<file path="src/rtl/bcd_converter_ext_if.sv">
// Handshake and result bundle between a game-state counter and
// the iterative binary-to-BCD converter.
interface bcd_converter_ext_if #(
    parameter int INPUT_WIDTH    = 8,
    parameter int DECIMAL_DIGITS = 3
);
    logic [INPUT_WIDTH-1:0]      i_Binary;
    logic                        i_Signed;
    logic                        i_Start;
    logic                        o_Busy;
    logic [DECIMAL_DIGITS*4-1:0] o_BCD;
    logic                        o_Neg;
    logic [DECIMAL_DIGITS-1:0]   o_Blank;
    logic                        o_Overflow;
    logic                        o_DV;

    modport master (
        output i_Binary, i_Signed, i_Start,
        input  o_Busy, o_BCD, o_Neg, o_Blank, o_Overflow, o_DV
    );

    modport slave (
        input  i_Binary, i_Signed, i_Start,
        output o_Busy, o_BCD, o_Neg, o_Blank, o_Overflow, o_DV
    );
endinterface

</file>
<file path="src/rtl/bcd_converter_ext.sv">
// Iterative double-dabble converter: one input bit per cycle, all
// digits adjusted in parallel, signed input, saturation and blanking.
module bcd_converter_ext #(
    parameter int INPUT_WIDTH    = 8,
    parameter int DECIMAL_DIGITS = 3
) (
    input  logic                i_Clock,
    input  logic                i_Reset,
    bcd_converter_ext_if.slave  bus
);
    localparam int BW = DECIMAL_DIGITS * 4;
    localparam int CW = $clog2(INPUT_WIDTH + 1);
    localparam logic [DECIMAL_DIGITS-1:0] BLANK_RST = ~DECIMAL_DIGITS'(1);

    typedef enum logic [1:0] {IDLE, CONVERT, DONE} state_t;

    state_t                  state_q, state_d;
    logic [INPUT_WIDTH-1:0]  shift_q, shift_d;
    logic [BW-1:0]           acc_q, acc_d;
    logic                    sticky_q, sticky_d;
    logic [CW-1:0]           cnt_q, cnt_d;
    logic                    neg_q, neg_d;
    logic [BW-1:0]           bcd_q, bcd_d;
    logic                    oneg_q, oneg_d;
    logic                    ovf_q, ovf_d;
    logic [DECIMAL_DIGITS-1:0] blank_q, blank_d;
    logic                    busy_q, busy_d;
    logic                    dv_q, dv_d;

    logic [BW-1:0]           adj;
    logic [BW-1:0]           fin;
    logic [DECIMAL_DIGITS-1:0] fin_blank;
    logic                    zero_run;
    logic                    in_neg;

    always_ff @(posedge i_Clock) begin
        if (i_Reset) begin
            state_q  <= IDLE;
            shift_q  <= '0;
            acc_q    <= '0;
            sticky_q <= 1'b0;
            cnt_q    <= '0;
            neg_q    <= 1'b0;
            bcd_q    <= '0;
            oneg_q   <= 1'b0;
            ovf_q    <= 1'b0;
            blank_q  <= BLANK_RST;
            busy_q   <= 1'b0;
            dv_q     <= 1'b0;
        end else begin
            state_q  <= state_d;
            shift_q  <= shift_d;
            acc_q    <= acc_d;
            sticky_q <= sticky_d;
            cnt_q    <= cnt_d;
            neg_q    <= neg_d;
            bcd_q    <= bcd_d;
            oneg_q   <= oneg_d;
            ovf_q    <= ovf_d;
            blank_q  <= blank_d;
            busy_q   <= busy_d;
            dv_q     <= dv_d;
        end
    end

    always_comb begin
        state_d  = state_q;
        shift_d  = shift_q;
        acc_d    = acc_q;
        sticky_d = sticky_q;
        cnt_d    = cnt_q;
        neg_d    = neg_q;
        bcd_d    = bcd_q;
        oneg_d   = oneg_q;
        ovf_d    = ovf_q;
        blank_d  = blank_q;
        busy_d   = busy_q;
        dv_d     = 1'b0;
        in_neg   = bus.i_Signed & bus.i_Binary[INPUT_WIDTH-1];

        for (int i = 0; i < DECIMAL_DIGITS; i++) begin
            adj[i*4 +: 4] = (acc_q[i*4 +: 4] > 4'd4) ?
                            acc_q[i*4 +: 4] + 4'd3 : acc_q[i*4 +: 4];
        end

        // Saturated result and its leading-zero mask, scanned from the top
        fin       = sticky_q ? {DECIMAL_DIGITS{4'h9}} : acc_q;
        fin_blank = '0;
        zero_run  = 1'b1;
        for (int i = DECIMAL_DIGITS - 1; i > 0; i--) begin
            zero_run     = zero_run & (fin[i*4 +: 4] == 4'd0);
            fin_blank[i] = zero_run;
        end

        unique case (state_q)
            IDLE: begin
                if (bus.i_Start) begin
                    neg_d    = in_neg;
                    shift_d  = in_neg ?
                               ~bus.i_Binary + INPUT_WIDTH'(1) :
                               bus.i_Binary;
                    acc_d    = '0;
                    sticky_d = 1'b0;
                    cnt_d    = '0;
                    busy_d   = 1'b1;
                    state_d  = CONVERT;
                end
            end
            CONVERT: begin
                acc_d    = {adj[BW-2:0], shift_q[INPUT_WIDTH-1]};
                sticky_d = sticky_q | adj[BW-1];
                shift_d  = shift_q << 1;
                cnt_d    = cnt_q + CW'(1);
                if (cnt_q == CW'(INPUT_WIDTH - 1)) begin
                    state_d = DONE;
                end
            end
            DONE: begin
                bcd_d   = fin;
                oneg_d  = neg_q & (sticky_q | (acc_q != '0));
                ovf_d   = sticky_q;
                blank_d = fin_blank;
                dv_d    = 1'b1;
                busy_d  = 1'b0;
                state_d = IDLE;
            end
            default: begin
                state_d = IDLE;
            end
        endcase
    end

    assign bus.o_Busy     = busy_q;
    assign bus.o_BCD      = bcd_q;
    assign bus.o_Neg      = oneg_q;
    assign bus.o_Blank    = blank_q;
    assign bus.o_Overflow = ovf_q;
    assign bus.o_DV       = dv_q;
endmodule

</file>
<file path="src/flat_wrapper.sv">
// flat-port wrapper written by rule: the top's interface ports become plain ports
module bcd_converter_ext_flat 
#(
    parameter int INPUT_WIDTH    = 8,
    parameter int DECIMAL_DIGITS = 3
)
  (i_Clock, i_Reset, bus_i_Binary, bus_i_Signed, bus_i_Start, bus_o_Busy, bus_o_BCD, bus_o_Neg, bus_o_Blank, bus_o_Overflow, bus_o_DV);
  bcd_converter_ext_if #(.INPUT_WIDTH(INPUT_WIDTH), .DECIMAL_DIGITS(DECIMAL_DIGITS)) bus_i ();
  input  logic i_Clock;
  input  logic i_Reset;
  input wire logic [$bits(bus_i.i_Binary)-1:0] bus_i_Binary;
  input wire logic [$bits(bus_i.i_Signed)-1:0] bus_i_Signed;
  input wire logic [$bits(bus_i.i_Start)-1:0] bus_i_Start;
  output wire logic [$bits(bus_i.o_Busy)-1:0] bus_o_Busy;
  output wire logic [$bits(bus_i.o_BCD)-1:0] bus_o_BCD;
  output wire logic [$bits(bus_i.o_Neg)-1:0] bus_o_Neg;
  output wire logic [$bits(bus_i.o_Blank)-1:0] bus_o_Blank;
  output wire logic [$bits(bus_i.o_Overflow)-1:0] bus_o_Overflow;
  output wire logic [$bits(bus_i.o_DV)-1:0] bus_o_DV;
  assign bus_i.i_Binary = bus_i_Binary;
  assign bus_i.i_Signed = bus_i_Signed;
  assign bus_i.i_Start = bus_i_Start;
  assign bus_o_Busy = bus_i.o_Busy;
  assign bus_o_BCD = bus_i.o_BCD;
  assign bus_o_Neg = bus_i.o_Neg;
  assign bus_o_Blank = bus_i.o_Blank;
  assign bus_o_Overflow = bus_i.o_Overflow;
  assign bus_o_DV = bus_i.o_DV;
  bcd_converter_ext #(.INPUT_WIDTH(INPUT_WIDTH), .DECIMAL_DIGITS(DECIMAL_DIGITS)) u_core (.i_Clock(i_Clock), .i_Reset(i_Reset), .bus(bus_i));
endmodule
</file>
<file path="config.mk">
export PLATFORM = sky130hd
export DESIGN_NAME = bcd_converter_ext_flat
export DESIGN_NICKNAME = d
export VERILOG_FILES = /design/src/rtl/bcd_converter_ext_if.sv /design/src/rtl/bcd_converter_ext.sv /design/src/flat_wrapper.sv
export SDC_FILE = /design/constraint.sdc
export NUM_CORES = 1
export LEC_CHECK = 0
export ABC_AREA = 1
export CAP_MARGIN = 20
export CORE_MARGIN = 5
export CORE_UTILIZATION = 50
export DETAILED_ROUTE_END_ITERATION = 12
export GPL_TIMING_DRIVEN = 0
export HOLD_SLACK_MARGIN = 0.05
export PLACE_DENSITY = 0.74
export SYNTH_ARGS = -nofsm -noshare
export SYNTH_HDL_FRONTEND = slang
export SYNTH_SLANG_ARGS = --single-unit
</file>
<file path="constraint.sdc">
create_clock -name i_Clock -period 4.12 [get_ports i_Clock]
set_clock_uncertainty 0.1 [all_clocks]
set_input_delay 0.618 -clock i_Clock [delete_from_list [all_inputs] [get_ports i_Clock]]
set_output_delay 0.618 -clock i_Clock [all_outputs]
set_load 0.01 [all_outputs]
</file>
==> impl_metrics.csv <==
group,metric,value,unit
synth,synth_flop_cell,"dfxtp_1",
pwr,power.density,342,nW/µm²
global_routing,grt.total_usage,17.5,%
synth,synthCells,292,
cells_and_area,layout-drive-gt1-share,8.26,%
global_routing,grt.met3_usage,3.34,%
worst_hold_path,hold_path_end,"u_core.bus.o_BCD[11]",
cells_and_area,fin_area,2590,µm²
drt,via_per_inst,5.24,
place,place.gp.congestion,0.882,
outcome,status,"finished clean",
timing,max_freq,0.525,GHz
critical_path,critical_path_class,"flip-flop to primary output",
timing,slew_violations,0,
flow_run,cap_violations,0,
global_routing,grt_max_degree,14,
global_routing,grt-busiest-layer,"met2",
synth,synth_xor_area_share,0.411,%
drt,vias,1977,
clock_network,clkSinkCount,46,
synth,synth_top_area_cell,"dfxtp_1",
synth,synth-compound-area-share,18.1,%
critical_path,worstReg2RegEnd,"u_core.acc_q[9]",
synth,synth_simple_gate_area_share,26.1,%
place,dpl.hpwl,3.47,mm
synth,synth_top_family_by_area,"simple AND/OR/NAND/NOR gates",
critical_path,r2r-start,"u_core.acc_q[8]",
global_routing,grt_pass1_wl,7.68,mm
clock_network,clkTransAtPathRegs,0.08,ns
drt,firstDrtPassIters,4,
drt,remaining_drc_errors,0,
critical_path,cp_top_family,"buffers and inverters",
cells_and_area,fin_nets,344,
place,dpl_cell_area,2470,µm²
timing,fin_crit_sh,46.2,%
floorplan,start_util,52.5,%
synth,ys_top_cells_by_area,"dfxtp_1, nand2_1, a21oi_1, nand3_1, inv_1",
synth,synth_edf_count,0,
global_routing,antenna_found_initial,0,
floorplan,die_w,75.3,µm
critical_path,ff2ff_path_depth,9,
drt,wl_per_cell,12.2,µm
drt,wirelength,4.59,mm
timing,worst_pin_slew,0.566,ns
timing,period_minus_slack,1.90,ns
timing,whs,0.356,ns
synth,avgSynthCellArea,7.30,µm²
synth,synth_top_area_share,43.2,%
clock_network,post_cts_resized,0,
clock_network,htree_levels,2,
floorplan,num_rows,23,
timing,slew_headroom,62.1,%
synth,synthAdderAreaFrac,2.94,%
timing,rsz0062_at_grt,"false",
synth,synth_common_cells,"nand2_1, dfxtp_1, a21oi_1",
pwr,leakage,0.00106,µW
clock_network,clock_latency,0.30,ns
critical_path,crit_chain,"clkdlybuf4s50_1",
floorplan,coreArea,4060,µm²
timing,hold_violations,0,
worst_hold_path,hp-class,"flip-flop to flip-flop",
worst_hold_path,hold_depth,2,
clock_network,cts.path.max_buffers,2,
synth,ys_async_sr_fraction,0,%
global_routing,grt_pass1_vias,1749,
worst_hold_path,min-delay-start,"u_core.bus.o_BCD[11]",
critical_path,crit_cells,1,
critical_path,reg2reg_slack,2.60,ns
timing,fin_setup_tns,0,ns
synth,synth.distinct_cells,33,
timing,setup_viol,0,
pwr,irDropWorstVdd,0.255,mV
clock_network,cts_buffers,5,
critical_path,required,3.40,ns
critical_path,worst-path-buf-inv,1,
cells_and_area,antenna_cells,0,
synth,synth.mux.area_fraction,0,%
critical_path,cp-start-kind,"flip-flop",
critical_path,cp-end-kind,"primary output",
cells_and_area,syn_to_final_growth,21.4,%
clock_network,clockRootBuffer,"clkbuf_8",
synth,syn-cell-area,2130,µm²
critical_path,cp_slowest_cell,"clkdlybuf4s50_1",
floorplan,die_h,75.3,µm
critical_path,slowest_delay,0.54,ns
synth,ys_warn_count,0,
critical_path,crit_arrival,1.19,ns
critical_path,cp_max_fo,2,
floorplan,die-area,5670,µm²
global_routing,grt.met2_usage,29.8,%
synth,ys_seq_area_share,43.2,%
drt,first_iter_violations,169,
drt,detail-route-antenna-nets,0,
synth,yosysMostFrequentCell,"nand2_1",
clock_network,cts_setup_buffers,0,
clock_network,tritoncts,"built",
clock_network,postCtsHoldBufs,0,
floorplan,ios,31,
synth,synth_nets,309,
cells_and_area,fin_util,63.7,%
synth,synth_seq_cells,46,
place,io_buffers,28,
global_routing,grt_util_met1,21.6,%
global_routing,grt-ovfl-total,0,
-- per-layer routing --
metal	routed length [µm]	part of all wire [%]
met1	2090	46
met2	2160	47
met3	250	5.5
met4	78	1.7
met5	0	0
-- metrics by stage --
stage,setup WS (ns),instances,power (µW)
3_3_place_gp,1.92,370,556
6_report,2.22,377,885
3_5_place_dp,1.91,370,558
5_1_grt,2.08,377,920
2_1_floorplan,2.54,292,527
4_1_cts,2.21,377,889
-- sequential cells by signal, summed over array words and instances, names as in the netlist --
| signal | cells |
|---|---|
| u_core.acc_q | 12 |
| u_core.bus.o_Neg | 1 |
| u_core.bus.o_BCD | 12 |
| u_core.neg_q | 1 |
| u_core.sticky_q | 1 |
| u_core.bus.o_DV | 1 |
| u_core.shift_q | 8 |
| u_core.state_q | 2 |
| u_core.bus.o_Overflow | 1 |
| u_core.bus.o_Blank | 2 |
| u_core.bus.o_Busy | 1 |
| u_core.cnt_q | 4 |
-- layout by cell type, fill, tap and decap left out --
| cell | synthesis | routed |
|---|---|---|
| a21boi_1 | 4 | 4 |
| a21o_1 | 1 | 1 |
| a21oi_1 | 29 | 29 |
| a22oi_1 | 1 | 1 |
| a31o_2 | 1 | 1 |
| a31oi_1 | 2 | 2 |
| a32o_1 | 5 | 5 |
| buf_2 | 5 | 5 |
| buf_4 | 1 | 1 |
| buf_6 | 2 | 2 |
| bufinv_16 | 0 | 1 |
| clkbuf_1 | 2 | 2 |
| clkbuf_8 | 0 | 6 |
| clkdlybuf4s50_1 | 0 | 28 |
| conb_1 | 1 | 1 |
| dfxtp_1 | 46 | 46 |
| ha_1 | 5 | 5 |
| inv_1 | 28 | 28 |
| inv_2 | 5 | 5 |
| inv_4 | 1 | 1 |
| nand2_1 | 76 | 76 |
| nand2_2 | 1 | 1 |
| nand2_4 | 2 | 2 |
| nand3_1 | 24 | 24 |
| nand4_1 | 4 | 4 |
| nor2_1 | 20 | 20 |
| nor2_2 | 1 | 1 |
| nor2_4 | 1 | 1 |
| nor3_1 | 1 | 1 |
| o211ai_1 | 2 | 2 |
| o21a_1 | 1 | 1 |
| o21ai_0 | 12 | 12 |
| o21ai_1 | 5 | 5 |
| o21bai_1 | 1 | 1 |
| o32ai_1 | 1 | 1 |
| xor2_1 | 1 | 1 |
-- final cells by class --
| type | instances | area, µm² |
|---|---|---|
| sequential | 46 | 921 |
| multi-input combinational | 202 | 1020 |
| fill | 380 | 1470 |
| timing repair buffer | 28 | 280 |
| clock inverter | 1 | 30.0 |
| buffer | 10 | 62.6 |
| clock buffer | 6 | 82.6 |
| tap | 50 | 62.6 |
| inverter | 34 | 130 |
-- where the power goes --
group | switching, µW | internal, µW
registers | 6.22 | 454
logic | 51.1 | 35.0
clock network | 144 | 194
total | 202 | 683
-- logic make-up (layout without fill, tap and decap cells) --
| kind of cell | Yosys count | after routing |
|---|---|---|
| compound gates | 65 | 65 |
| xor+xnor | 1 | 1 |
| simple gates | 130 | 130 |
| fa+ha+maj | 5 | 5 |
| flops | 46 | 46 |
| buf+inv | 44 | 79 |
| other cells | 1 | 1 |
-- worst max path at each step --
stage / slack, ns / end / from
after floorplan: 2.54 / u_core.bus.o_BCD[10] / i_Reset
after global placement: 1.92 / u_core.shift_q[1] / bus_i_Start
after detailed placement: 1.91 / u_core.shift_q[4] / bus_i_Start
after CTS: 2.21 / u_core.shift_q[4] / bus_i_Start
after global routing: 2.08 / u_core.shift_q[4] / bus_i_Start
final: 2.22 / bus_o_BCD[3] / u_core.bus.o_BCD[3]
Note: power is estimated with default switching activity, not from simulation.
